--- config.mk ---
export PLATFORM = sky130hd
export DESIGN_NAME = mem_bus_arbiter_flat
export DESIGN_NICKNAME = d
export VERILOG_FILES = /design/src/rtl/mem_bus_arbiter_if.sv /design/src/rtl/mem_bus_arbiter.sv /design/src/flat_wrapper.sv
export SDC_FILE = /design/constraint.sdc
export NUM_CORES = 1
export LEC_CHECK = 0
export ABC_CLOCK_PERIOD_IN_PS = 2200
export CAP_MARGIN = 30
export CORE_AREA = 2 2 133 135
export DETAILED_ROUTE_END_ITERATION = 7
export DIE_AREA = 0 0 135 137
export GPL_TIMING_DRIVEN = 0
export PLACE_DENSITY_LB_ADDON = 0.05
export SYNTH_ARGS = -nofsm -noshare
export SYNTH_HDL_FRONTEND = slang
export SYNTH_SLANG_ARGS = --single-unit
--- constraint.sdc ---
create_clock -name clk -period 2.2 [get_ports clk]
set_clock_uncertainty 0.05 [all_clocks]
set_input_delay 0.44 -clock clk [delete_from_list [all_inputs] [get_ports clk]]
set_output_delay 0.44 -clock clk [all_outputs]
set_load 0.05 [all_outputs]
--- src/rtl/mem_bus_arbiter_if.sv ---
// Shared native valid/ready bus bundle for the two-master memory arbiter.
// The "master" modport is the arbiter's view: it takes both CPU-side requests
// and masters the shared slave bus. The "slave" modport is the surrounding
// system's view: it drives the requests and answers as the slave.
interface mem_bus_arbiter_if;
    logic        m0_valid;
    logic        m0_instr;
    logic [31:0] m0_addr;
    logic [31:0] m0_wdata;
    logic [3:0]  m0_wstrb;
    logic        m0_ready;
    logic [31:0] m0_rdata;

    logic        m1_valid;
    logic        m1_instr;
    logic [31:0] m1_addr;
    logic [31:0] m1_wdata;
    logic [3:0]  m1_wstrb;
    logic        m1_ready;
    logic [31:0] m1_rdata;

    logic        s_valid;
    logic        s_instr;
    logic [31:0] s_addr;
    logic [31:0] s_wdata;
    logic [3:0]  s_wstrb;
    logic        s_ready;
    logic [31:0] s_rdata;

    logic [1:0]  grant;
    logic        err_flag;
    logic [31:0] err_addr;
    logic        err_clr;

    modport master (
        input  m0_valid, m0_instr, m0_addr, m0_wdata, m0_wstrb,
        input  m1_valid, m1_instr, m1_addr, m1_wdata, m1_wstrb,
        input  s_ready, s_rdata, err_clr,
        output m0_ready, m0_rdata, m1_ready, m1_rdata,
        output s_valid, s_instr, s_addr, s_wdata, s_wstrb,
        output grant, err_flag, err_addr
    );

    modport slave (
        output m0_valid, m0_instr, m0_addr, m0_wdata, m0_wstrb,
        output m1_valid, m1_instr, m1_addr, m1_wdata, m1_wstrb,
        output s_ready, s_rdata, err_clr,
        input  m0_ready, m0_rdata, m1_ready, m1_rdata,
        input  s_valid, s_instr, s_addr, s_wdata, s_wstrb,
        input  grant, err_flag, err_addr
    );
endinterface

--- src/rtl/mem_bus_arbiter.sv ---
// Two-master, one-slave arbiter for the native valid/ready memory bus.
// Registered grant held until the slave completes; a watchdog aborts hung
// accesses with an error word and records the first failing address.
module mem_bus_arbiter #(
    parameter int unsigned FIXED_PRIORITY = 0,
    parameter int unsigned TIMEOUT_CYCLES = 64,
    parameter logic [31:0] ERR_RDATA      = 32'hDEAD_BEEF
) (
    input logic               clk,
    input logic               resetn,
    mem_bus_arbiter_if.master bus
);
    typedef enum logic [1:0] {StIdle, StBusy, StErr} state_e;

    localparam logic [7:0] WdogLast = 8'(TIMEOUT_CYCLES - 1);

    state_e      state_q;
    logic        owner_q;     // 0 = m0, 1 = m1
    logic [1:0]  grant_q;
    logic [7:0]  wdog_q;
    logic        rr_pref_q;   // round-robin: 1 = m1 preferred on a tie
    logic        err_flag_q;
    logic [31:0] err_addr_q;

    logic        owner_valid;
    logic [31:0] owner_addr;
    logic        pick_m1;
    logic        resp;
    logic [31:0] resp_data;

    // Owner-side request mux and arbitration decision.
    always_comb begin
        owner_valid = owner_q ? bus.m1_valid : bus.m0_valid;
        owner_addr  = owner_q ? bus.m1_addr  : bus.m0_addr;
        // m1 wins when alone, or on a tie in round-robin mode when it is preferred.
        pick_m1 = bus.m1_valid &&
                  (!bus.m0_valid || ((FIXED_PRIORITY == 0) && rr_pref_q));
    end

    // Arbitration FSM, watchdog and sticky error capture.
    always_ff @(posedge clk) begin
        if (!resetn) begin
            state_q    <= StIdle;
            owner_q    <= 1'b0;
            grant_q    <= 2'b00;
            wdog_q     <= 8'd0;
            rr_pref_q  <= 1'b0;
            err_flag_q <= 1'b0;
            err_addr_q <= 32'd0;
        end else begin
            unique case (state_q)
                StIdle: begin
                    if (bus.m0_valid || bus.m1_valid) begin
                        owner_q   <= pick_m1;
                        grant_q   <= pick_m1 ? 2'b10 : 2'b01;
                        rr_pref_q <= !pick_m1;
                        wdog_q    <= 8'd0;
                        state_q   <= StBusy;
                    end
                end
                StBusy: begin
                    // A dropped request is abandoned silently; completion beats expiry.
                    if (!owner_valid || bus.s_ready) begin
                        state_q <= StIdle;
                        grant_q <= 2'b00;
                    end else if (wdog_q == WdogLast) begin
                        state_q <= StErr;
                    end else begin
                        wdog_q <= wdog_q + 8'd1;
                    end
                end
                StErr: begin
                    state_q <= StIdle;
                    grant_q <= 2'b00;
                end
                default: begin
                    state_q <= StIdle;
                    grant_q <= 2'b00;
                end
            endcase

            // Only the first timeout is recorded; a coincident clear lets a new one in.
            if ((state_q == StErr) && (!err_flag_q || bus.err_clr)) begin
                err_flag_q <= 1'b1;
                err_addr_q <= owner_addr;
            end else if (bus.err_clr) begin
                err_flag_q <= 1'b0;
                err_addr_q <= 32'd0;
            end
        end
    end

    // Slave-side mux and completion steering back to the owner.
    always_comb begin
        bus.s_valid = (state_q == StBusy) && owner_valid;
        bus.s_instr = owner_q ? bus.m1_instr : bus.m0_instr;
        bus.s_addr  = owner_addr;
        bus.s_wdata = owner_q ? bus.m1_wdata : bus.m0_wdata;
        bus.s_wstrb = owner_q ? bus.m1_wstrb : bus.m0_wstrb;

        resp      = ((state_q == StBusy) && owner_valid && bus.s_ready) || (state_q == StErr);
        resp_data = (state_q == StErr) ? ERR_RDATA : bus.s_rdata;

        bus.m0_ready = resp && !owner_q;
        bus.m1_ready = resp && owner_q;
        bus.m0_rdata = bus.m0_ready ? resp_data : 32'd0;
        bus.m1_rdata = bus.m1_ready ? resp_data : 32'd0;

        bus.grant    = grant_q;
        bus.err_flag = err_flag_q;
        bus.err_addr = err_addr_q;
    end
endmodule

--- src/flat_wrapper.sv ---
// flat-port wrapper written by rule: the top's interface ports become plain ports
module mem_bus_arbiter_flat 
#(
    parameter int unsigned FIXED_PRIORITY = 0,
    parameter int unsigned TIMEOUT_CYCLES = 64,
    parameter logic [31:0] ERR_RDATA      = 32'hDEAD_BEEF
)
  (clk, resetn, bus_m0_valid, bus_m0_instr, bus_m0_addr, bus_m0_wdata, bus_m0_wstrb, bus_m1_valid, bus_m1_instr, bus_m1_addr, bus_m1_wdata, bus_m1_wstrb, bus_s_ready, bus_s_rdata, bus_err_clr, bus_m0_ready, bus_m0_rdata, bus_m1_ready, bus_m1_rdata, bus_s_valid, bus_s_instr, bus_s_addr, bus_s_wdata, bus_s_wstrb, bus_grant, bus_err_flag, bus_err_addr);
  mem_bus_arbiter_if bus_i ();
  input logic clk;
  input logic resetn;
  input wire logic [$bits(bus_i.m0_valid)-1:0] bus_m0_valid;
  input wire logic [$bits(bus_i.m0_instr)-1:0] bus_m0_instr;
  input wire logic [$bits(bus_i.m0_addr)-1:0] bus_m0_addr;
  input wire logic [$bits(bus_i.m0_wdata)-1:0] bus_m0_wdata;
  input wire logic [$bits(bus_i.m0_wstrb)-1:0] bus_m0_wstrb;
  input wire logic [$bits(bus_i.m1_valid)-1:0] bus_m1_valid;
  input wire logic [$bits(bus_i.m1_instr)-1:0] bus_m1_instr;
  input wire logic [$bits(bus_i.m1_addr)-1:0] bus_m1_addr;
  input wire logic [$bits(bus_i.m1_wdata)-1:0] bus_m1_wdata;
  input wire logic [$bits(bus_i.m1_wstrb)-1:0] bus_m1_wstrb;
  input wire logic [$bits(bus_i.s_ready)-1:0] bus_s_ready;
  input wire logic [$bits(bus_i.s_rdata)-1:0] bus_s_rdata;
  input wire logic [$bits(bus_i.err_clr)-1:0] bus_err_clr;
  output wire logic [$bits(bus_i.m0_ready)-1:0] bus_m0_ready;
  output wire logic [$bits(bus_i.m0_rdata)-1:0] bus_m0_rdata;
  output wire logic [$bits(bus_i.m1_ready)-1:0] bus_m1_ready;
  output wire logic [$bits(bus_i.m1_rdata)-1:0] bus_m1_rdata;
  output wire logic [$bits(bus_i.s_valid)-1:0] bus_s_valid;
  output wire logic [$bits(bus_i.s_instr)-1:0] bus_s_instr;
  output wire logic [$bits(bus_i.s_addr)-1:0] bus_s_addr;
  output wire logic [$bits(bus_i.s_wdata)-1:0] bus_s_wdata;
  output wire logic [$bits(bus_i.s_wstrb)-1:0] bus_s_wstrb;
  output wire logic [$bits(bus_i.grant)-1:0] bus_grant;
  output wire logic [$bits(bus_i.err_flag)-1:0] bus_err_flag;
  output wire logic [$bits(bus_i.err_addr)-1:0] bus_err_addr;
  assign bus_i.m0_valid = bus_m0_valid;
  assign bus_i.m0_instr = bus_m0_instr;
  assign bus_i.m0_addr = bus_m0_addr;
  assign bus_i.m0_wdata = bus_m0_wdata;
  assign bus_i.m0_wstrb = bus_m0_wstrb;
  assign bus_i.m1_valid = bus_m1_valid;
  assign bus_i.m1_instr = bus_m1_instr;
  assign bus_i.m1_addr = bus_m1_addr;
  assign bus_i.m1_wdata = bus_m1_wdata;
  assign bus_i.m1_wstrb = bus_m1_wstrb;
  assign bus_i.s_ready = bus_s_ready;
  assign bus_i.s_rdata = bus_s_rdata;
  assign bus_i.err_clr = bus_err_clr;
  assign bus_m0_ready = bus_i.m0_ready;
  assign bus_m0_rdata = bus_i.m0_rdata;
  assign bus_m1_ready = bus_i.m1_ready;
  assign bus_m1_rdata = bus_i.m1_rdata;
  assign bus_s_valid = bus_i.s_valid;
  assign bus_s_instr = bus_i.s_instr;
  assign bus_s_addr = bus_i.s_addr;
  assign bus_s_wdata = bus_i.s_wdata;
  assign bus_s_wstrb = bus_i.s_wstrb;
  assign bus_grant = bus_i.grant;
  assign bus_err_flag = bus_i.err_flag;
  assign bus_err_addr = bus_i.err_addr;
  mem_bus_arbiter #(.FIXED_PRIORITY(FIXED_PRIORITY), .TIMEOUT_CYCLES(TIMEOUT_CYCLES), .ERR_RDATA(ERR_RDATA)) u_core (.clk(clk), .resetn(resetn), .bus(bus_i));
endmodule
; ---- Word level (Yosys, flattened, before mapping)
; Cells that the tools add are included.
[op_classes]
n_eq_ne = 8
n_reduce_logical = 23
n_addsub = 1
mux = 24
[ops]
columns = cell, count
row1 = $mux W32, 7
row2 = $mux W8, 3
row3 = $pmux W8 S2, 1
row4 = $mux W2, 6
row5 = $add A8 B1 Y8 const B, 1
row6 = $eq A8 B6 Y1 const B, 1
row7 = $pmux W2 S2, 2
row8 = $logic_and A1 B1 Y1, 6
row9 = $reduce_and A2 Y1, 3
row10 = $logic_not A1 Y1, 5
row11 = $logic_or A1 B1 Y1, 5
row12 = $mux W1, 4
row13 = $mux W4, 1
row14 = $ne A2 B1 Y1 const B, 2
row15 = $ne A2 B2 Y1 const B, 2
row16 = $reduce_and A4 Y1, 1
row17 = $reduce_bool A2 Y1, 2
row18 = $ne A3 B1 Y1 const B, 1
row19 = $eq A2 B1 Y1 const B, 1
row20 = $eq A2 B2 Y1 const B, 1
row21 = $logic_not A2 Y1, 1
[totals]
input_bits = 176
regBits = 47
word_cells = 63

; ---- Longest topological paths before layout
; Gate-level depths: netlist of run 1.
[logic_depth]
depth_word = 6
mapped_depth = 6
mapped_depth_nobuf = 4

; ---- Least setup slack after synthesis of run 1
; Ideal clock, no wire load.
[synth_path]
kind = reg-to-output
start = reg u_core.owner_q
end = out bus_m1_rdata[22]
path_slack_ps = -146
arrival_ps = 1856
path_stages_with_launch = 6
path_cell_list = dfxtp_1 > buf_6 > clkbuf_1 > o21ai_1 > clkbuf_1 > nor2_1
[synth_between]
elab_chain_len = 6
[synth_rtl]
columns = item, line_no
row1 = start: declaration, mem_bus_arbiter.sv:18  ; logic owner_q;
row2 = start signal: assignment, mem_bus_arbiter.sv:54  ; owner_q <= pick_m1;
row3 = $mux W1, mem_bus_arbiter.sv:33  ; owner_valid = owner_q ? bus.m1_valid : bus.m0_valid;
row4 = $logic_and A1 B1 Y1 (2 in series), mem_bus_arbiter.sv:101  ; resp = ((state_q == StBusy) && owner_valid && bus.s_ready) || (state_q == StErr);
row5 = $logic_or A1 B1 Y1, mem_bus_arbiter.sv:101
row6 = $logic_and A1 B1 Y1 *, mem_bus_arbiter.sv:105  ; bus.m1_ready = resp && owner_q;
row7 = $mux W32 *, mem_bus_arbiter.sv:107  ; bus.m1_rdata = bus.m1_ready ? resp_data : 32'd0;
row8 = end: declaration, flat_wrapper.sv:28  ; output wire logic [$bits(bus_i.m1_rdata)-1:0] bus_m1_rdata;
; Mark *: on every way between the ends. The rest lies on a longest branch, timed or not.

; ---- Worst setup path in the final report of run 1
[layout_path]
start = reg u_core.state_q[1]
end = out bus_m1_rdata[23]
[layout_between]
elab_chain_len = 6
word_cells_on_any_way = 8
[layout_rtl]
columns = item, line_no
row1 = start: declaration, mem_bus_arbiter.sv:17  ; state_e state_q;
row2 = start signal: assignment, mem_bus_arbiter.sv:43  ; state_q <= StIdle;
row3 = start signal: assignment, mem_bus_arbiter.sv:58  ; state_q <= StBusy;
row4 = start signal: assignment, mem_bus_arbiter.sv:64  ; state_q <= StIdle;
row5 = $eq A2 B1 Y1, mem_bus_arbiter.sv:101
row6 = $logic_and A1 B1 Y1 (2 in series), mem_bus_arbiter.sv:101
row7 = $logic_or A1 B1 Y1, mem_bus_arbiter.sv:101
row8 = $logic_and A1 B1 Y1, mem_bus_arbiter.sv:105
row9 = $mux W32 *, mem_bus_arbiter.sv:107
; Marked as above.

==> impl_metrics.ini, run 1 <==
[synth]
ys_top_cells_by_area = dfxtp_1, mux2_2, nor2_1
yosys_register_bits = 47
syn_area_um2 = 3100
yosysTopAreaCellShare_pct = 30.3
synth_largest_area_cell = dfxtp_1
syn_area_per_cell_um2 = 7.44
synth_cell_type_count = 37
ys_warn_count = 0
ys_seq_area_share_pct = 30.3
syn_inst = 417
synthesis.nets = 594

[placement]
hpwl_um = 13700
place_congestion = 0.792
place_ws_ns = -1.09
io_buffers = 346
dp.cells = 988

[status]
status = complete, no violations

[cts]
clock-sinks = 47
insertion_delay_ns = 0.29
clockBufferDepth = 2
hold_buffers = 0
clk_pin_slew_ns = 0.07
clockRootBuffer = clkbuf_16
htreeDepth = 2
cts_tree = built
numCtsBuffers = 5

[final_layout]
fillers = 1718
final_cell_mix = clkdlybuf4s50_1, mux2_2, buf_6, nand2_1, dfxtp_1
final_util_pct = 44.2
final_common_cell = clkdlybuf4s50_1
nNetsFinal = 965
areaGrowthSynthToFinish_pct = 143
fin_cells = 1014
diodes = 0
final_layout_size_suffix_gt1_share_pct = 39.2

[power_and_ir_drop]
power.leakage_nw = 2.94
p_per_area_nw_per_um2 = 403
total_power_mw = 3.04
ir_worst_vdd_mv = 0.266

[drt]
drt-pass1-iter-count = 4
drt-vias-per-instance = 4.36
post-route-drc-count = 0
ant_nets = 0
detail_route.wl_per_cell_um = 17.0
finalWirelength_um = 17200
drt-initial-drc-count = 138
dr_total_vias = 4422

[timing]
maxSlewHeadroom_pct = 59.5
setup_ws_ns = 0.00601
fmax_mhz = 456
drv_slew = 0
hold_viol = 0
min_period_ns = 2.19
rsz0062_at_grt = yes
setup_tns_ns = 0
setup_viol = 0
period_share_pct = 99.7
worst_pin_slew_ns = 0.601

[setup_path]
path_common_cell = buf_6
slowest_delay_ns = 0.37
cp_max_fo = 5
path_cells = nor2b_2 > clkbuf_8 > o21ai_4 > buf_6 > buf_8 > nor2_1 > buf_6
r2r_slack_ns = 0.21
cp-start-kind = register
crit_required_ns = 1.71
critical_path_class = register to output pin
r2r_cells = 6
slowest_stage = dfxtp_4
arrival_ns = 1.70
end_kind = output pin
r2r_start = u_core.owner_q
timing.rr.end = u_core.wdog_q[6]

[grt]
grt_pass1_wl_um = 25000
antenna_found_initial = 0
track_usage_pct = 17.3
grt.overflow.total = 0
grt_max_degree = 17
grt_pass1_vias = 4609

[flow_run]
drv_cap = 0

[floorplan]
ios = 347
initial_core_util_pct = 18.2
design.core.area_um2 = 17100
die_w_um = 135
die-area_um2 = 18500
rows = 48
fp.dieH_um = 137

[min_path]
min_path_type = register to register
hold_end = u_core.bus.err_addr[15]
min_from = u_core.bus.err_addr[15]
whs_path_depth = 2
==> synthesized netlist by cell type <==
master    instances
or3_1             3
a31oi_1           8
clkbuf_1         22
mux2_2           69
buf_2             5
mux2i_1           2
buf_1             3
nor2_1           92
o211ai_1          2
ha_1              1
or3_4             1
o21ai_0           3
nor4_1            1
a21boi_0          1
nand3b_1          1
o32ai_1           1
a21oi_1          35
and2_1            1
nand2b_1          3
dfxtp_1          47
nand4_1           1
nand3_1          36
and3_1            6
and4_1            1
nor3b_1           1
inv_1             7
nor3_1            2
nand2_1          52
buf_6             1
o21ai_1           1
a41oi_1           1
or4_1             1
o21bai_1          1
a21o_1            1
o41a_1            1
nor2b_1           2
o22ai_1           1
==> worst max path at each step <==
| stage | from | endpoint | slack [ns] | cells after the start |
|---|---|---|---|---|
| 2_1_floorplan | u_core.owner_q | bus_m1_rdata[22] | -0.15 | 5 |
| 3_3_place_gp | u_core.state_q[0] | bus_m0_rdata[8] | -1.07 | 6 |
| 3_5_place_dp | bus_s_ready | bus_m1_rdata[2] | -1.09 | 6 |
| 4_1_cts | u_core.state_q[0] | bus_m1_rdata[6] | -0.07 | 6 |
| 5_1_grt | u_core.state_q[0] | bus_m0_rdata[21] | -0.06 | 6 |
| 6_report | u_core.state_q[1] | bus_m1_rdata[23] | 0.006 | 7 |
==> sequential cells by signal (all words and copies together) (netlist names) <==
name	count
u_core.bus.err_addr	32
u_core.bus.err_flag	1
u_core.bus.grant	2
u_core.owner_q	1
u_core.rr_pref_q	1
u_core.state_q	2
u_core.wdog_q	8
==> layer usage <==
metal | routed length (um) | track usage, %
met5 | 0 | 0
met4 | 261 | 4.46
met3 | 1740 | 5.93
met2 | 8890 | 32.3
met1 | 6340 | 18.7
==> final cells by class <==
class / count / area, um2 / share of cell area (%)
Timing Repair Buffer: 363 / 3500 / 46.4
Multi-Input combinational cell: 333 / 2310 / 30.7
Sequential cell: 47 / 952 / 12.6
Buffer: 31 / 318 / 4.22
Tap cell: 225 / 282 / 3.73
Clock buffer: 5 / 125 / 1.66
Inverter: 7 / 26.3 / 0.349
Clock inverter: 3 / 23.8 / 0.315
==> cell families after synthesis <==
| family | count (synthesis) | synth area share (%) |
|---|---|---|
| AO/OA/AOI/OAI | 56 | 10.2 |
| buffers and inverters | 38 | 5.04 |
| flip-flops | 47 | 30.3 |
| multiplexers | 71 | 25.7 |
| adder cells (fa/ha/maj) | 1 | 0.403 |
| AND/OR/NAND/NOR | 204 | 28.3 |
==> where the power goes <==
part | switching (mW) | internal (mW)
registers | 0.00906 | 0.860
logic | 0.788 | 0.608
clock network | 0.347 | 0.425
==> critical path, delay by kind of cell (launching register included) <==
family / cells / cell delay [ns]
compound gates: 1 / 0.25
simple gates: 2 / 0.20
flops: 1 / 0.37
buf+inv: 4 / 0.58
==> timing repair <==
action                     CTS  global route
gates cloned                 3             4
gates resized for setup    837           127
pin swaps                    1            21
setup endpoints to repair  138           142
buffers inserted             5             7
==> through the flow <==
step / area [um2] / hold slack [ns]
CTS: 7280 / 0.420
global route: 7540 / 0.437
floorplan: 3160 / 0.393
global placement: 6900 / 0.405
detailed placement: 6900 / 0.411
finish: 7540 / 0.416
(Power assumes the default switching activity.)
==> run 2: changes to the inputs <==
--- a/config.mk
+++ b/config.mk
@@ -6,12 +6,13 @@
 export NUM_CORES = 1
 export LEC_CHECK = 0
 export ABC_CLOCK_PERIOD_IN_PS = 2200
-export CAP_MARGIN = 30
+export CAP_MARGIN = 10
 export CORE_AREA = 2 2 133 135
 export DETAILED_ROUTE_END_ITERATION = 7
 export DIE_AREA = 0 0 135 137
 export GPL_TIMING_DRIVEN = 0
 export PLACE_DENSITY_LB_ADDON = 0.05
+export SKIP_LAST_GASP = 1
 export SYNTH_ARGS = -nofsm -noshare
 export SYNTH_HDL_FRONTEND = slang
 export SYNTH_SLANG_ARGS = --single-unit
==> run 2 against run 1 <==
- the flow now finishes with violations (setup timing)
- die area unchanged
- worst hold slack unchanged
- cell count unchanged
==> impl_metrics.ini, run 2 (synthesis results as in run 1) <==
[timing]
period_share_pct = 100
drv_slew = 0
rsz0062_at_grt = yes
hold_viol = 0
fmax_mhz = 454
maxSlewHeadroom_pct = 61.4
setup_tns_ns = -0.00374
worst_pin_slew_ns = 0.577
min_period_ns = 2.20
holdWs_ns = 0.416
setup_viol = 1
setup_ws_ns = -0.00374

[grt]
grt_pass1_wl_um = 24600
grt.overflow.total = 0
grt_max_degree = 17
grt_pass1_vias = 4555
antenna_found_initial = 0
track_usage_pct = 17.1

[setup_path]
arrival_ns = 1.71
path_cells = buf_8 > buf_4 > mux2i_1 > nor2_1 > clkdlybuf4s15_2
critical_path_class = register to output pin
timing.rr.end = u_core.wdog_q[3]
slowest_stage = dfxtp_2
cp-start-kind = register
end_kind = output pin
r2r_cells = 6
cp_num_buf_inv = 3
crit_end = bus_s_valid
slowest_delay_ns = 0.36
crit_family = buffers and inverters
crit_required_ns = 1.71
r2r_start = u_core.owner_q
cp_max_fo = 5
r2r_slack_ns = 0.21
cp.depth = 5
startpoint = u_core.owner_q

[placement]
place_congestion = 0.792
place_ws_ns = -1.09
io_buffers = 346
hpwl_um = 13700
dp.cells = 988
placed_cell_area_um2 = 6900

[final_layout]
regArea_um2 = 950
final_cell_mix = clkdlybuf4s50_1, mux2_2, buf_6, nand2_1, dfxtp_1
largest_register_ffs = 32
diodes = 0
final_common_cell = clkdlybuf4s50_1
fillers = 1714
final_util_pct = 45.0
nNetsFinal = 965
final_layout_size_suffix_gt1_share_pct = 40.8
areaGrowthSynthToFinish_pct = 147
finalInstanceArea_um2 = 7680
fin_cells = 1014
multi_input_area_um2 = 2430

[power_and_ir_drop]
ir_worst_vdd_mv = 0.267
clkPwrFrac_pct = 25.4
p_per_area_nw_per_um2 = 397
total_power_mw = 3.05
swShare_pct = 37.8
seq_power_share_pct = 28.5
p_int_mw = 1.89
p_switching_mw = 1.15
power.leakage_nw = 2.96
combPwrFrac_pct = 46.1

[drt]
ant_nets = 0
drt-vias-per-instance = 4.36
detail_route.wl_per_cell_um = 17.1
drt-pass1-iter-count = 4
dr_total_vias = 4425
post-route-drc-count = 0
drt-initial-drc-count = 127
finalWirelength_um = 17400

[cts]
htreeDepth = 2
cts_tree = built
clk_pin_slew_ns = 0.06
insertion_delay_ns = 0.29
hold_buffers = 0
clockBufferDepth = 2
clock-sinks = 47
clockRootBuffer = clkbuf_16
numCtsBuffers = 5

[floorplan]
die_w_um = 135
initial_core_util_pct = 18.2
design.core.area_um2 = 17100
fp.dieH_um = 137
rows = 48
die-area_um2 = 18500
ios = 347

[min_path]
min_path_type = register to register

[status]
status = finished with violations
violations = setup timing

[flow_run]
drv_cap = 0
==> run 2: cell count changes in the layout (fill, tap and decap cells not counted), sizes merged <==
cell / change
a21o: -1
clkdlybuf4s15: +1
buf: -1
clkbuf: +1
==> run 2: power by group through the flow <==
stage / Clock, mW / Sequential [mW] / Combinational [mW]
4_1_cts: 0.805 / 0.869 / 1.36
6_report: 0.774 / 0.869 / 1.40
2_1_floorplan: 0 / 0.897 / 0.747
3_3_place_gp: 0 / 0.889 / 1.38
3_5_place_dp: 0 / 0.889 / 1.38
5_1_grt: 0.843 / 0.871 / 1.48
==> run 2: worst reg2reg max path, delay by kind of cell (launching register included) <==
kind / cells / cell delay [ns]
simple gates: 1 / 0.43
compound gates: 2 / 0.60
flops: 1 / 0.34
mux: 1 / 0.17
buf+inv: 2 / 0.27
==> run 2: layout make-up <==
cell class	count	area share, %
timing repair buffer	364	46.0
tap	225	3.67
clock buffer	5	1.63
clock inverter	3	0.310
multi-input combinational	332	31.6
inverter	7	0.342
buffer	31	4.11
sequential	47	12.4
==> run 2: timing repair <==
item | in CTS | in global routing
endpoints found under the hold margin | 0 | 0
setup buffers | 5 | 6
pin swaps | 1 | 13
resized for setup | 781 | 214
gates cloned | 3 | 4
setup endpoints to repair | 138 | 144
==> run 2: per-layer routing <==
metal / part of all wire (%) / GRT usage (%)
met5: 0 / 0
met4: 1.5 / 4.46
met3: 10 / 5.59
met2: 52 / 31.9
met1: 36 / 18.4
==> run 2: worst min-delay path by stage <==
stage,to,start,slack (ns),cells after the start
final,u_core.bus.err_addr[15],u_core.bus.err_addr[15],0.42,2
after global placement,u_core.bus.err_addr[7],u_core.bus.err_addr[7],0.41,2
after CTS,u_core.bus.err_addr[15],u_core.bus.err_addr[15],0.42,2
after detailed placement,u_core.bus.err_addr[15],u_core.bus.err_addr[15],0.41,2
after floorplan,u_core.wdog_q[4],u_core.wdog_q[4],0.39,1
after global routing,u_core.bus.err_addr[20],u_core.bus.err_addr[20],0.44,2
==> run 3: changes to the inputs <==
--- a/config.mk
+++ b/config.mk
@@ -6,8 +6,8 @@
 export NUM_CORES = 1
 export LEC_CHECK = 0
 export ABC_CLOCK_PERIOD_IN_PS = 2200
-export CAP_MARGIN = 10
 export CORE_AREA = 2 2 133 135
+export CTS_CLUSTER_DIAMETER = 50
 export DETAILED_ROUTE_END_ITERATION = 7
 export DIE_AREA = 0 0 135 137
 export GPL_TIMING_DRIVEN = 0
==> results of run 3 <==
Same layout as run 2: the final DEF is identical, and so are final timing and power.
